--- src/rtl/ic_mem_arbiter_2to1.sv ---
// Two-requester memory bus arbiter with an in-order ID FIFO for response routing.
// Define IC_ARB_ROUND_ROBIN_EN for round-robin ties; default is fixed m0 priority.
module ic_mem_arbiter_2to1 #(
  parameter int DEPTH = 2,
  parameter int AW    = 32
) (
  input  logic          g_clk,
  input  logic          g_reset,
  input  logic          m0_req,
  input  logic          m0_wen,
  input  logic [3:0]    m0_strb,
  input  logic [31:0]   m0_wdata,
  input  logic [AW-1:0] m0_addr,
  output logic          m0_gnt,
  output logic          m0_recv,
  input  logic          m0_ack,
  output logic          m0_error,
  output logic [31:0]   m0_rdata,
  input  logic          m1_req,
  input  logic          m1_wen,
  input  logic [3:0]    m1_strb,
  input  logic [31:0]   m1_wdata,
  input  logic [AW-1:0] m1_addr,
  output logic          m1_gnt,
  output logic          m1_recv,
  input  logic          m1_ack,
  output logic          m1_error,
  output logic [31:0]   m1_rdata,
  output logic          s_req,
  output logic          s_wen,
  output logic [3:0]    s_strb,
  output logic [31:0]   s_wdata,
  output logic [AW-1:0] s_addr,
  input  logic          s_gnt,
  input  logic          s_recv,
  output logic          s_ack,
  input  logic          s_error,
  input  logic [31:0]   s_rdata,
  output logic          proto_err
);

  localparam int PW = $clog2(DEPTH);

  typedef logic [PW-1:0] ptr_t;
  typedef logic [PW:0]   cnt_t;

  localparam cnt_t FULL_CNT = cnt_t'(DEPTH);
  localparam cnt_t CNT_ONE  = cnt_t'(1);
  localparam ptr_t PTR_ONE  = ptr_t'(1);

  logic sel_q;
  logic locked_q;
  logic cur_sel;
  logic tie_pick;
  logic xfer;
  logic push;
  logic pop;
  logic full;
  logic empty;
  logic head;

  logic [DEPTH-1:0] id_mem;
  ptr_t wptr;
  ptr_t rptr;
  cnt_t count;

`ifdef IC_ARB_ROUND_ROBIN_EN
  logic last_q;

  assign tie_pick = ~last_q;

  always_ff @(posedge g_clk) begin
    if (g_reset) begin
      last_q <= 1'b1;
    end else if (xfer) begin
      last_q <= cur_sel;
    end
  end
`else
  assign tie_pick = 1'b0;
`endif

  // Owner is frozen while a request is waiting on s_gnt.
  always_comb begin
    cur_sel = sel_q;
    if (locked_q) begin
      cur_sel = sel_q;
    end else if (m0_req && m1_req) begin
      cur_sel = tie_pick;
    end else if (m1_req) begin
      cur_sel = 1'b1;
    end else if (m0_req) begin
      cur_sel = 1'b0;
    end
  end

  assign full  = (count == FULL_CNT);
  assign empty = (count == '0);
  assign head  = id_mem[rptr];

  assign s_req   = (cur_sel ? m1_req : m0_req) && !full;
  assign s_wen   = cur_sel ? m1_wen   : m0_wen;
  assign s_strb  = cur_sel ? m1_strb  : m0_strb;
  assign s_wdata = cur_sel ? m1_wdata : m0_wdata;
  assign s_addr  = cur_sel ? m1_addr  : m0_addr;

  assign xfer   = s_req && s_gnt;
  assign m0_gnt = xfer && !cur_sel;
  assign m1_gnt = xfer && cur_sel;

  // Responses with nothing outstanding are swallowed.
  assign s_ack   = empty ? 1'b1 : (head ? m1_ack : m0_ack);
  assign m0_recv = s_recv && !empty && !head;
  assign m1_recv = s_recv && !empty && head;

  assign m0_rdata = s_rdata;
  assign m1_rdata = s_rdata;
  assign m0_error = s_error;
  assign m1_error = s_error;

  assign push = xfer;
  assign pop  = s_recv && s_ack && !empty;

  always_ff @(posedge g_clk) begin
    if (push) begin
      id_mem[wptr] <= cur_sel;
    end
  end

  always_ff @(posedge g_clk) begin
    if (g_reset) begin
      sel_q     <= 1'b0;
      locked_q  <= 1'b0;
      wptr      <= '0;
      rptr      <= '0;
      count     <= '0;
      proto_err <= 1'b0;
    end else begin
      sel_q    <= cur_sel;
      locked_q <= s_req && !s_gnt;
      if (push) begin
        wptr <= wptr + PTR_ONE;
      end
      if (pop) begin
        rptr <= rptr + PTR_ONE;
      end
      case ({push, pop})
        2'b10:   count <= count + CNT_ONE;
        2'b01:   count <= count - CNT_ONE;
        default: count <= count;
      endcase
      if (s_recv && empty) begin
        proto_err <= 1'b1;
      end
    end
  end

endmodule

--- config.mk ---
export PLATFORM = sky130hd
export DESIGN_NAME = ic_mem_arbiter_2to1
export DESIGN_NICKNAME = d
export VERILOG_FILES = /design/src/rtl/ic_mem_arbiter_2to1.sv
export SDC_FILE = /design/constraint.sdc
export NUM_CORES = 1
export LEC_CHECK = 0
export CELL_PAD_IN_SITES_DETAIL_PLACEMENT = 0
export CELL_PAD_IN_SITES_GLOBAL_PLACEMENT = 2
export CORE_MARGIN = 4
export CORE_UTILIZATION = 10
export DETAILED_ROUTE_END_ITERATION = 6
export GPL_TIMING_DRIVEN = 0
export PLACE_DENSITY = 0.94
export SLEW_MARGIN = 0
export SYNTH_ARGS = -nofsm -noshare
export SYNTH_HDL_FRONTEND = slang
export SYNTH_SLANG_ARGS = --single-unit
--- constraint.sdc ---
create_clock -name g_clk -period 3.1 [get_ports g_clk]
set_clock_uncertainty 0.05 [all_clocks]
set_input_delay 0.465 -clock g_clk [delete_from_list [all_inputs] [get_ports g_clk]]
set_output_delay 0.465 -clock g_clk [all_outputs]
set_load 0.005 [all_outputs]
==> Word-level counts from Yosys, hierarchy flattened <==
Cells that the tools add are included.
Widths: inputs -> output; s select.
{ "totals": {"reg_bits": 9, "in_bits": 179, "output_inout_bits": 142, "word_cells": 54} }
{ "op_classes": {"addsub": 4, "magnitude_cmp": 3, "eq_ne": 3, "muxes": 17, "reduce_logical": 20} }
{ "ops": {"columns": ["cell", "n"], "rows": [
  ["$mux 32", 2],
  ["$logic_and 1x1->1", 13],
  ["$mux 1", 11],
  ["$logic_not 1->1", 5],
  ["$eq 2x2->1 const B", 2],
  ["$lt 1x2->1 const B", 2],
  ["$mux 4", 1],
  ["$pmux 2 s2", 1],
  ["$add 1x1->1 const B", 2],
  ["$add 2x1->2 const B", 1],
  ["$bwmux 2", 1],
  ["$eq 2x1->1 const B", 1],
  ["$logic_not 2->1", 1],
  ["$reduce_bool 2->1", 1],
  ["$sub 2x1->2 const B", 1],
  ["$demux 1 s1", 1],
  ["$ge 1x1->1 const B", 1]
]} }

==> Depth between registers and ports, before layout <==
{ "depth": {"depth_word": 9, "ltp_mapped": 7, "mapped_depth_nobuf": 6} }

==> Worst setup path before layout <==
Ideal clock, no wire load.
{ "synth_timing": {"kind": "in2out", "from": "in m1_req", "to": "out s_addr[0]", "t_arrival_ns": 1.573, "required_time_ns": 2.585, "path_slack_ns": 1.012, "cell_stages": 4, "n_path_buf": 1, "path_cell_list": "nor2b_1 o2bb2ai_2 buf_4 mux2_2"} }
{ "synth_between": {"elab_chain_len": 4, "elab_cells_between_ends": 5, "classes_between": "mux (4); reduce/logical (1)"} }
{ "synth_rtl": {"columns": ["item", "line", "source"], "rows": [
  ["from (decl)", "19", "input logic m1_req,"],
  ["$mux 1 or $logic_and 1x1->1 (tied branches)", "90, 88", null],
  ["$mux 1 (*)", "88", "end else if (m0_req && m1_req) begin"],
  ["$mux 1 (*)", "86", "if (locked_q) begin"],
  ["$mux 32 (*)", "105", "assign s_addr = cur_sel ? m1_addr : m0_addr;"],
  ["to (decl)", "33", "output logic [AW-1:0] s_addr,"]
]} }
Mark *: on every way between the ends. The rest lies on a longest branch, timed or not.

==> Final worst setup path <==
{ "layout_timing": {"from": "in m1_req", "to": "out s_addr[14]"} }
The elaborated chain is that of the path after synthesis.

==> impl_metrics.csv <==
group,metric,value,unit
routing,ant_nets,0,
die,die_area,0.0205,mm^2
timing,fin_crit_sh,95.2,%
logic_synthesis,synth-seq-cells,9,
finish,finalNonFillerCells,718,
logic_synthesis,yosys_warnings,0,
placement,placed_cells,711,
global_route,grt_usage,7.71,%
cts,cts_hold_buf,0,
worst_setup_path,r2r_slack,1.06,ns
worst_setup_path,timing.rr.end,"count[1]",
routing,wl_per_cell,13.3,um
finish,fin_nets,670,
cts,cts_made_buffers,3,
finish,finalCoreUtilization,28.4,%
cts,cts_sinks,9,
power_and_ir_drop,vdd_drop_max,0.153,mV
global_route,grt_pass1_wl,12700,um
timing,slew_headroom,69.8,%
timing,fmax,339,MHz
logic_synthesis,ys_seq_area_share,10.9,%
worst_setup_path,crit_path_end_kind,"output port",
worst_hold_path,hold_class,"reg -> reg",
worst_setup_path,critPathRequiredTime,2.58,ns
logic_synthesis,avgSynthCellArea,9.34,um^2
worst_hold_path,min_to,"proto_err",
worst_setup_path,crit_type,"in -> out",
worst_setup_path,crit_path_start_kind,"primary input",
worst_setup_path,cp.arrival,2.44,ns
routing,via_per_inst,3.41,
placement,dp_hpwl,8590,um
timing,hold_viol,0,
die,num_rows,49,
global_route,grt_max_degree,11,
power_and_ir_drop,power_density,242,mW/mm^2
worst_hold_path,worst_hold_path.num_cells,2,
placement,io_buffers,286,
routing,wl,9580,um
finish,drive_gt1_share,31.3,%
power_and_ir_drop,finalPower,1.23,mW
global_route,overflow,0,
cts,clockBufferDepth,2,
routing,drtPass1Iterations,5,
logic_synthesis,syn_inst,196,
worst_setup_path,r2r_cells,5,
worst_hold_path,worstHoldStart,"proto_err",
cts,path_clk_slew,0.04,ns
die,die_h,143,um
die,die_w,143,um
timing,drv_slew,0,
timing,whs,0.417,ns
worst_setup_path,cp_max_fo,10,
routing,drt_iter0_drc,33,
timing,grt_setup_unrepaired,"false",
finish,syn_to_final_growth,179,%
timing,tightest_slew,0.440,ns
logic_synthesis,syn_nets,376,
die,coreArea,0.0180,mm^2
timing,setup_viol,0,
cts,cts_tree,"done",
routing,route.vias.total,2447,
outcome,status,"complete, no violations",
power_and_ir_drop,leakage,2.01,nW
cts,htree_levels,1,
cts,root_buffer,"clkbuf_16",
job,cap_violations,0,
global_route,antenna_found_initial,0,
finish,diodes,0,
worst_setup_path,timing.rr.start,"sel_q",
die,start_util,10.2,%
die,io_pins,321,
global_route,grt_pass1_vias,2495,
timing,finalCriticalPeriod,2.95,ns
routing,drc,0,
logic_synthesis,syn-cell-area,0.00183,mm^2
cts,insertion_delay,0.23,ns
placement,place.gp.congestion,0.702,
logic_synthesis,synth_cell_type_count,22,
==> power breakdown <==
part | switching, mW | internal (mW)
sequential | 0.0124 | 0.139
combinational | 0.243 | 0.614
clock | 0.0533 | 0.172
total | 0.309 | 0.925
==> what timing repair did <==
item | CTS | global route
setup endpoints to repair | 71 | 0
resized for setup | 1 | 0
hold endpoints to repair | 0 | 0
buffers inserted | 3 | 0
==> kinds of logic after synthesis <==
family	after synthesis	synth area share (%)
xor+xnor	2	0.957
compound gates	11	4.37
buf+inv	79	32.5
flops	9	10.9
mux	75	45.9
fa+ha+maj	1	0.683
simple gates	19	4.72
==> routing by layer <==
metal / vias up / wire length [um] / GRT usage (%)
li1: 1193 / - / -
met1: 1086 / 3400 / 8.83
met2: 164 / 4890 / 14.4
met3: 4 / 1220 / 2.40
met4: 0 / 68 / 1.09
met5: - / 0 / 0
==> worst max-delay path by stage <==
stage | start | end | cells past startpoint
global route | m1_req | s_addr[7] | 7
detailed placement | m1_req | s_addr[4] | 6
CTS | m1_req | s_addr[14] | 7
global placement | m1_req | s_addr[4] | 6
finish | m1_req | s_addr[14] | 7
floorplan | m1_req | s_addr[0] | 4
==> final cells by class <==
cell class,instances,area [um^2]
plain buffers,75,579
clock buffers,4,78.8
fillers,1922,12900
inverters,4,15.0
multi-input cells,108,1050
flip-flops and latches,9,200
well taps,229,287
repair buffers,289,2900
==> synthesized netlist by cell type <==
master / n / share of area (%)
mux2_2: 71 / 44
buf_4: 67 / 27
nor2_1: 13 / 2.7
dfxtp_1: 7 / 7.7
buf_6: 6 / 3.7
inv_1: 4 / 0.82
mux2i_1: 4 / 2.2
nor2b_1: 4 / 1.4
a21oi_1: 3 / 0.82
o21ai_0: 3 / 0.82
edfxtp_1: 2 / 3.3
o211ai_1: 2 / 0.82
a2111o_1: 1 / 0.62
a2111oi_0: 1 / 0.48
buf_1: 1 / 0.20
buf_2: 1 / 0.27
ha_1: 1 / 0.68
o2bb2ai_2: 1 / 0.82
or2_2: 1 / 0.34
or3_1: 1 / 0.34
xnor2_1: 1 / 0.48
xor2_1: 1 / 0.48
==> cells in the final DEF (no fill, tap or decap) <==
| cell | count |
|---|---|
| clkdlybuf4s50_1 | 286 |
| mux2_2 | 71 |
| buf_4 | 69 |
| nor2_1 | 13 |
| dfxtp_1 | 7 |
| buf_6 | 6 |
| mux2i_1 | 4 |
| nor2b_1 | 4 |
| inv_1 | 4 |
| a21oi_1 | 3 |
| o21ai_0 | 3 |
| clkbuf_16 | 3 |
| o211ai_1 | 2 |
| edfxtp_1 | 2 |
| buf_2 | 1 |
| a2111o_1 | 1 |
| o2bb2ai_4 | 1 |
| or2_2 | 1 |
| xnor2_1 | 1 |
| or3_1 | 1 |
| buf_1 | 1 |
| xor2_1 | 1 |
| a2111oi_0 | 1 |
| ha_1 | 1 |
| clkbuf_1 | 1 |
| buf_12 | 1 |
==> worst max-delay path, stage by stage <==
cell and delay [ns]:
clkdlybuf4s50_1 0.45, nor2b_1 0.17, o2bb2ai_4 0.15, buf_4 0.19, buf_6 0.17, mux2_2 0.38, clkdlybuf4s50_1 0.45
==> metrics by stage <==
step / area [um^2] / setup WS, ns / setup TNS [ns]
floorplan: 1830 / 1.01 / 0
global placement: 4980 / -0.308 / -13.81
detailed placement: 4980 / -0.332 / -15.25
CTS: 5110 / 0.149 / 0
global route: 5110 / 0.0808 / 0
finish: 5110 / 0.150 / 0
==> registers in the layout (all words and copies together), names as in the netlist <==
register and cells:
count 2, id_mem 2, wptr 1, locked_q 1, rptr 1, proto_err 1, sel_q 1
Note: power is estimated with default switching activity, not from simulation.
